<file path="config.mk">
export PLATFORM = sky130hd
export DESIGN_NAME = div_ctrl
export DESIGN_NICKNAME = d
export VERILOG_FILES = /design/src/rtl/div_ctrl.sv
export SDC_FILE = /design/constraint.sdc
export NUM_CORES = 1
export LEC_CHECK = 0
export CAP_MARGIN = 20
export CORE_MARGIN = 2
export CORE_UTILIZATION = 39
export DETAILED_ROUTE_END_ITERATION = 8
export GPL_TIMING_DRIVEN = 0
export PLACE_DENSITY = 0.68
export SYNTH_ARGS = -nofsm -noshare
export SYNTH_HDL_FRONTEND = slang
export SYNTH_SLANG_ARGS = --single-unit
</file>
<file path="constraint.sdc">
create_clock -name clk_i -period 2.7 [get_ports clk_i]
set_input_delay 0.405 -clock clk_i [delete_from_list [all_inputs] [get_ports clk_i]]
set_output_delay 0.405 -clock clk_i [all_outputs]
set_load 0.02 [all_outputs]
</file>
<file path="src/rtl/div_ctrl.sv">
// Divide/remainder sequencer: sign handling, special-case shortcuts and handshake around an unsigned divider.
// Optional DIV_CTRL_REUSE_EN keeps the last divider result and answers a repeated request without the divider.
//
// state | meaning
// IDLE  | ready for a request
// ISSUE | divider request held until done pulse
// FIX   | apply sign correction to the divider result
// RESP  | response held until rsp_ready_i
module div_ctrl #(
  parameter int XLEN = 32
) (
  input  logic            clk_i,
  input  logic            rst_i,
  input  logic            req_valid_i,
  output logic            req_ready_o,
  input  logic [1:0]      op_i,
  input  logic [XLEN-1:0] a_i,
  input  logic [XLEN-1:0] b_i,
  input  logic            flush_i,
  output logic            rsp_valid_o,
  output logic [XLEN-1:0] rsp_data_o,
  input  logic            rsp_ready_i,
  output logic [XLEN-1:0] div_a_o,
  output logic [XLEN-1:0] div_b_o,
  output logic            div_req_o,
  output logic            div_is_q_o,
  input  logic [XLEN-1:0] div_result_i,
  input  logic            div_ready_i
);

  typedef enum logic [1:0] {IDLE, ISSUE, FIX, RESP} state_t;

  localparam logic [1:0] OP_DIV = 2'b00;
  localparam logic [1:0] OP_REM = 2'b10;
  localparam logic [XLEN-1:0] INT_MIN = {1'b1, {(XLEN-1){1'b0}}};

  state_t          state_q, state_d;
  logic [1:0]      op_q;
  logic            sign_a_q, sign_b_q;
  logic [XLEN-1:0] res_q, div_a_q, div_b_q;
  logic            div_is_q_q;

  logic            in_signed, in_rem, accept, special, reuse_hit, neg_fix;
  logic [XLEN-1:0] a_abs, b_abs, special_res, reuse_res, res_fixed;

  assign in_signed = ~op_i[0];
  assign in_rem    = op_i[1];
  assign a_abs     = (in_signed && a_i[XLEN-1]) ? -a_i : a_i;
  assign b_abs     = (in_signed && b_i[XLEN-1]) ? -b_i : b_i;

  assign req_ready_o = (state_q == IDLE) && !flush_i;
  assign accept      = req_valid_i && req_ready_o;
  assign div_req_o   = (state_q == ISSUE);
  assign rsp_valid_o = (state_q == RESP);
  assign rsp_data_o  = res_q;
  assign div_a_o     = div_a_q;
  assign div_b_o     = div_b_q;
  assign div_is_q_o  = div_is_q_q;

  always_comb begin
    special     = 1'b1;
    special_res = '0;
    if (b_i == '0) begin
      special_res = in_rem ? a_i : '1;
    end else if (a_i == '0) begin
      special_res = '0;
    end else if (in_signed && (a_i == INT_MIN) && (b_i == '1)) begin
      special_res = in_rem ? '0 : a_i;
    end else if (reuse_hit) begin
      special_res = reuse_res;
    end else begin
      special = 1'b0;
    end
  end

  // Divider magnitude is corrected here: quotient takes sign(a)^sign(b), remainder follows the dividend.
  always_comb begin
    neg_fix = 1'b0;
    if (op_q == OP_DIV) neg_fix = sign_a_q ^ sign_b_q;
    else if (op_q == OP_REM) neg_fix = sign_a_q;
  end
  assign res_fixed = neg_fix ? -res_q : res_q;

  always_comb begin
    state_d = state_q;
    case (state_q)
      IDLE:  if (accept) state_d = special ? RESP : ISSUE;
      ISSUE: if (div_ready_i) state_d = FIX;
      FIX:   state_d = RESP;
      RESP:  if (rsp_ready_i) state_d = IDLE;
      default: state_d = IDLE;
    endcase
    if (flush_i) state_d = IDLE;
  end

  always_ff @(posedge clk_i or negedge rst_i) begin
    if (!rst_i) state_q <= IDLE;
    else        state_q <= state_d;
  end

  always_ff @(posedge clk_i or negedge rst_i) begin
    if (!rst_i) begin
      op_q       <= '0;
      sign_a_q   <= 1'b0;
      sign_b_q   <= 1'b0;
      res_q      <= '0;
      div_a_q    <= '0;
      div_b_q    <= '0;
      div_is_q_q <= 1'b0;
    end else begin
      if (accept) begin
        op_q       <= op_i;
        sign_a_q   <= in_signed && a_i[XLEN-1];
        sign_b_q   <= in_signed && b_i[XLEN-1];
        div_a_q    <= a_abs;
        div_b_q    <= b_abs;
        div_is_q_q <= ~in_rem;
        if (special) res_q <= special_res;
      end
      if ((state_q == ISSUE) && div_ready_i) res_q <= div_result_i;
      if (state_q == FIX) res_q <= res_fixed;
    end
  end

`ifdef DIV_CTRL_REUSE_EN
  logic [1:0]      op_r;
  logic [XLEN-1:0] a_q, b_q, a_r, b_r, res_r;
  logic            reuse_vld_q;

  always_ff @(posedge clk_i or negedge rst_i) begin
    if (!rst_i) begin
      a_q         <= '0;
      b_q         <= '0;
      op_r        <= '0;
      a_r         <= '0;
      b_r         <= '0;
      res_r       <= '0;
      reuse_vld_q <= 1'b0;
    end else begin
      if (accept) begin
        a_q <= a_i;
        b_q <= b_i;
      end
      if (flush_i) begin
        reuse_vld_q <= 1'b0;
      end else if (state_q == FIX) begin
        op_r        <= op_q;
        a_r         <= a_q;
        b_r         <= b_q;
        res_r       <= res_fixed;
        reuse_vld_q <= 1'b1;
      end
    end
  end

  assign reuse_hit = reuse_vld_q && (op_i == op_r) && (a_i == a_r) && (b_i == b_r);
  assign reuse_res = res_r;
`else
  assign reuse_hit = 1'b0;
  assign reuse_res = '0;
`endif

endmodule

</file>
# Word-level counts from Yosys, hierarchy flattened
# Index checks and enable logic that the tools add are counted.
[op_classes]
add_sub_neg = 3
n_eq_ne = 10
muxes = 23
bitwise = 3
n_reduce_logical = 16
[ops]
columns = ["cell", "count"]
rows = [
  ["$mux 32", 12],
  ["$neg 32->32", 3],
  ["$eq 32x32->1 const B", 2],
  ["$logic_not 32->1", 2],
  ["$mux 2", 5],
  ["$pmux 2 s4", 1],
  ["$logic_and 1x1->1", 7],
  ["$eq 2x2->1 const B", 3],
  ["$ne 3x2->1 const B", 2],
  ["$reduce_and 3->1", 2],
  ["$reduce_bool 3->1", 2],
  ["$mux 1", 5],
  ["$logic_not 2->1", 2],
  ["$ne 3x3->1 const B", 1],
  ["$eq 2x1->1 const B", 1],
  ["$ne 2x2->1 const B", 1],
  ["$not 1->1", 2],
  ["$logic_not 1->1", 1],
  ["$xor 1x1->1", 1],
]
[word_totals]
reg_bits = 103
input_bits = 104
output_inout_bits = 100
elab_cells = 63

# Logic depth before layout (Yosys ltp)
[depth]
ltp_word = 10
ltp_mapped = 10
mapped_depth_nobuf = 8

# Worst setup path after synthesis
# OpenSTA, ideal clock, no wires.
[synth_timing]
kind = "input -> register"
startpoint = "input port b_i[0]"
endpoint = "register res_q[1], in the netlist rsp_data_o[1]"
setup_ns = 0.128
t_arrival_ns = 2.825
required_ns = 2.572
path_slack_ns = -0.252
path_stages = 9
path_buffers = 1
cell_sequence = "inv_1 > ha_1 > or4b_1 > or4_4 > o41ai_1 > o21bai_4 > or2_1 > buf_2 > mux2_1"
[synth_via]
elab_chain_cells = 9
elab_cells_between_ends = 15
cone_classes = "1 x eq/ne; 10 x mux; 4 x reduce/logical"
[synth_rtl]
columns = ["element", "line_no", "rtl"]
rows = [
  ["from (decl)", "18", "input logic [XLEN-1:0] b_i,"],
  ["$eq 32x32->1", "67", "end else if (in_signed && (a_i == INT_MIN) && (b_i == '1)) begin"],
  ["$logic_and 1x1->1", "67", ""],
  ["$mux 32", "67", ""],
  ["$mux 32", "65", "end else if (a_i == '0) begin"],
  ["$mux 32", "63", "if (b_i == '0) begin"],
  ["$mux 32", "118", "if (special) res_q <= special_res;"],
  ["$mux 32", "111", "if (accept) begin"],
  ["$mux 32", "120", "if ((state_q == ISSUE) && div_ready_i) res_q <= div_result_i;"],
  ["$mux 32", "121", "if (state_q == FIX) res_q <= res_fixed;"],
  ["to (signal assigned)", "118", ""],
  ["to (signal assigned)", "120", ""],
  ["to (signal assigned)", "121", ""],
  ["to (decl)", "40", "logic [XLEN-1:0] res_q, div_a_q, div_b_q;"],
]
# Parallel ways exist; a longest one is shown, timed or not. The select of a mux whose other input is x is not followed.
# A chain may end at the register's enable or synchronous reset.

# Worst setup path in the final report
[layout_timing]
startpoint = "input port b_i[1]"
endpoint = "register res_q[19], in the netlist rsp_data_o[19]"
# Same word-level chain as after synthesis.

==> run summary <==
CTS Root Cell -> clkbuf_16
Final Hold Viols -> 0
CTS tree -> done
Initial Util -> 0.402
Post-synth ARST share -> 1.00
Synth top area share -> 0.384
setup TNS -> 0 ns
sequential area share after synthesis -> 0.384
IO Pins -> 204
GP Congestion -> 0.888
FF+latch count, synth -> 103
CP max FO -> 5
worst path required time -> 2.95 ns
count of cell types in the netlist -> 64
cell chain of the critical path -> buf_6 -> inv_4 -> ha_4 -> or4b_4 -> or4_4 -> o41ai_4 -> o21bai_4 -> nor2_4 -> clkbuf_16 -> a221o_1
syn avg cell area -> 8.36 um^2
Leak -> 0.00409 uW
worst r2r path cells -> 8
DR vias -> 7,464
Die Ht -> 135 um
Slew headroom -> 0.491
clk slew on worst S/H paths -> 0.07 ns
HP Class -> input pin to asynchronous set/reset pin
final setup fails -> 0
worst-case clock buffer depth -> 2
Hold Slack -> 0.118 ns
CP Capture Type -> register
Cell Area, Synth -> 6720 um^2
Vias/cell -> 5.83
post-DR wirelength/cell -> 20.1 um
H-Tree Depth -> 3
max_cap viols -> 0
Post-Synthesis Net Count -> 916
Worst Setup Path Type -> input pin to register
f_max -> 0.371 GHz
nets@finish -> 1,167
CTS Buf Count -> 9
Tmin final -> 2.70 ns
CP peak stage delay -> 0.57 ns
DRC violations left -> 0
Tot Pwr -> 7560 uW
fin util -> 0.594
cell with the most instances after synthesis -> nand2_1
Detail Placement HPWL -> 19,000 um
ys flop type -> dfrtp_1
initial antenna violation count -> 1
DR iter-0 viols -> 740
Remaining Overflow, GRT -> 0
number of cells on the critical path -> 10
Layout area overhead -> 47.8%
Port Buf Inserts -> 203
first-pass GRT wire length -> 39,900 um
Die ar. -> 18,300 um^2
die width -> 135 um
Mapped Cells -> 803
Initial DRT Pass Iterations -> 6
Post-synth top cells -> 115 x nand2_1, 103 x dfrtp_1, 81 x o21ai_0
Slew @ Worst Pin -> 0.764 ns
Routed Antenna Nets -> 0
post-synth top area cell -> dfrtp_1
slowest CP cell -> or4_4
Post-synth EDFFs -> 0
CP delay by family, top -> simple AND/OR/NAND/NOR gates
largest net degree at the start of global routing -> 58
Peak VDD IR -> 0.442 mV
GRT Util Overall -> 0.283
status -> completed
period utilization -> 0.999
number of global-route vias before repair -> 6,971
worst skew pair latency -> 0.36 ns
final worst slack -> 0.00262 ns
Bufs and invs on worst path -> 3
row cnt -> 47
WL final -> 25,700 um
Post-Place Worst Slack -> -1.45 ns
clk sinks -> 103
power per cell area -> 762 nW/um^2
RSZ-0062 raised after global routing -> true
Slew Viols, Final -> 0
skew final -> 0.00711 ns
Area contributors post-synth -> dfrtp_1 38%, nand2_1 6.4%, o21ai_0 6.0%
fraction of layout cells with a size suffix above 1 -> 0.151
Synthesis Warnings -> 0
Worst Path Arrival -> 2.95 ns
total core area -> 16,700 um^2
Worst setup SP type -> input pin
## layout make-up
cell class                      instances  area, um^2
Sequential cell                       103        2580
Buffer                                 40         195
Clock inverter                          6        67.6
Inverter                               24         113
Tap cell                              220         275
Fill cell                            1512        6770
Timing Repair Buffer                  240        2300
Clock buffer                           10         239
Antenna cell                            1        2.50
Multi-Input combinational cell        636        4160
## stage by stage
stage,std cells,cell area (um^2)
2_1_floorplan,803,6770
3_3_place_gp,1226,9080
3_5_place_dp,1227,9100
4_1_cts,1265,9740
5_1_grt,1279,9920
6_report,1280,9930
## cells by family (layout without fill, tap and decap cells)
logic type,count (synthesis),after routing,synth area share
adders and majority gates,9,9,0.0168
AOI/OAI and AO/OA,229,229,0.228
DFF,103,103,0.384
other,0,1,0
buffers and inverters,64,320,0.0386
muxes,8,8,0.0125
and+or+nand+nor,330,330,0.242
xor gates and xnor gates,60,60,0.0782
## power breakdown
part | internal, uW | switching, uW
registers | 2080 | 547
clock network | 748 | 633
logic | 1670 | 1890
total | 4490 | 3070
## flip-flops by register name (all words and copies together) (netlist names)
signal and cells:
rsp_data_o 32, op_q 2, div_b_o 32, div_is_q_o 1
sign_a_q 1, sign_b_q 1, div_a_o 32, state_q 2
## cells in the final DEF, fill, tap and decap left out, types with 7 or more instances in the layout
| master | n |
|---|---|
| a31oi_1 | 7 |
| nand4_1 | 10 |
| a21oi_1 | 34 |
| buf_6 | 9 |
| dfrtp_1 | 103 |
| o31ai_1 | 20 |
| xor2_1 | 19 |
| dlygate4sd2_1 | 10 |
| a221o_1 | 16 |
| o21ai_1 | 13 |
| nand2_1 | 114 |
| nor3_1 | 29 |
| o211a_1 | 7 |
| nor2_1 | 68 |
| or4_4 | 7 |
| clkbuf_16 | 10 |
| or3_1 | 7 |
| ha_1 | 7 |
| or2_2 | 10 |
| o21ai_0 | 81 |
| buf_2 | 10 |
| clkbuf_2 | 18 |
| nand3_1 | 13 |
| buf_4 | 32 |
| inv_1 | 20 |
| and2_1 | 8 |
| xnor2_1 | 41 |
| clkdlybuf4s50_1 | 161 |
| clkbuf_1 | 25 |
## per-layer routing
metal | track usage | wire length (um) | part of all wire | vias to the layer above
li1 | - | - | - | 3449
met1 | 0.399 | 11100 | 0.43 | 3600
met2 | 0.432 | 11700 | 0.45 | 374
met3 | 0.0763 | 2420 | 0.094 | 41
met4 | 0.0712 | 547 | 0.021 | 0
met5 | 0 | 0 | 0 | -
## path summary, 6_finish.rpt
path | startpoint | end | slack (ns)
max | b_i[1] | rsp_data_o[19] | 0.003
min | rst_i | div_b_o[20] | 0.12
max reg2reg | state_q[0] | rsp_data_o[19] | 0.10
min reg2reg | div_b_o[10] | div_b_o[10] | 0.48
max in group asynchronous | rst_i | div_a_o[18] | 1.86
min in group clk_i | a_i[27] | div_a_o[27] | 0.33
## timing repair
item,CTS,global route
hold buffers,0,0
buffers inserted,21,14
resized for setup,116,83
pin swaps,20,20
gates cloned,2,0
setup endpoints to repair,41,64
Note: power is estimated with default switching activity, not from simulation.
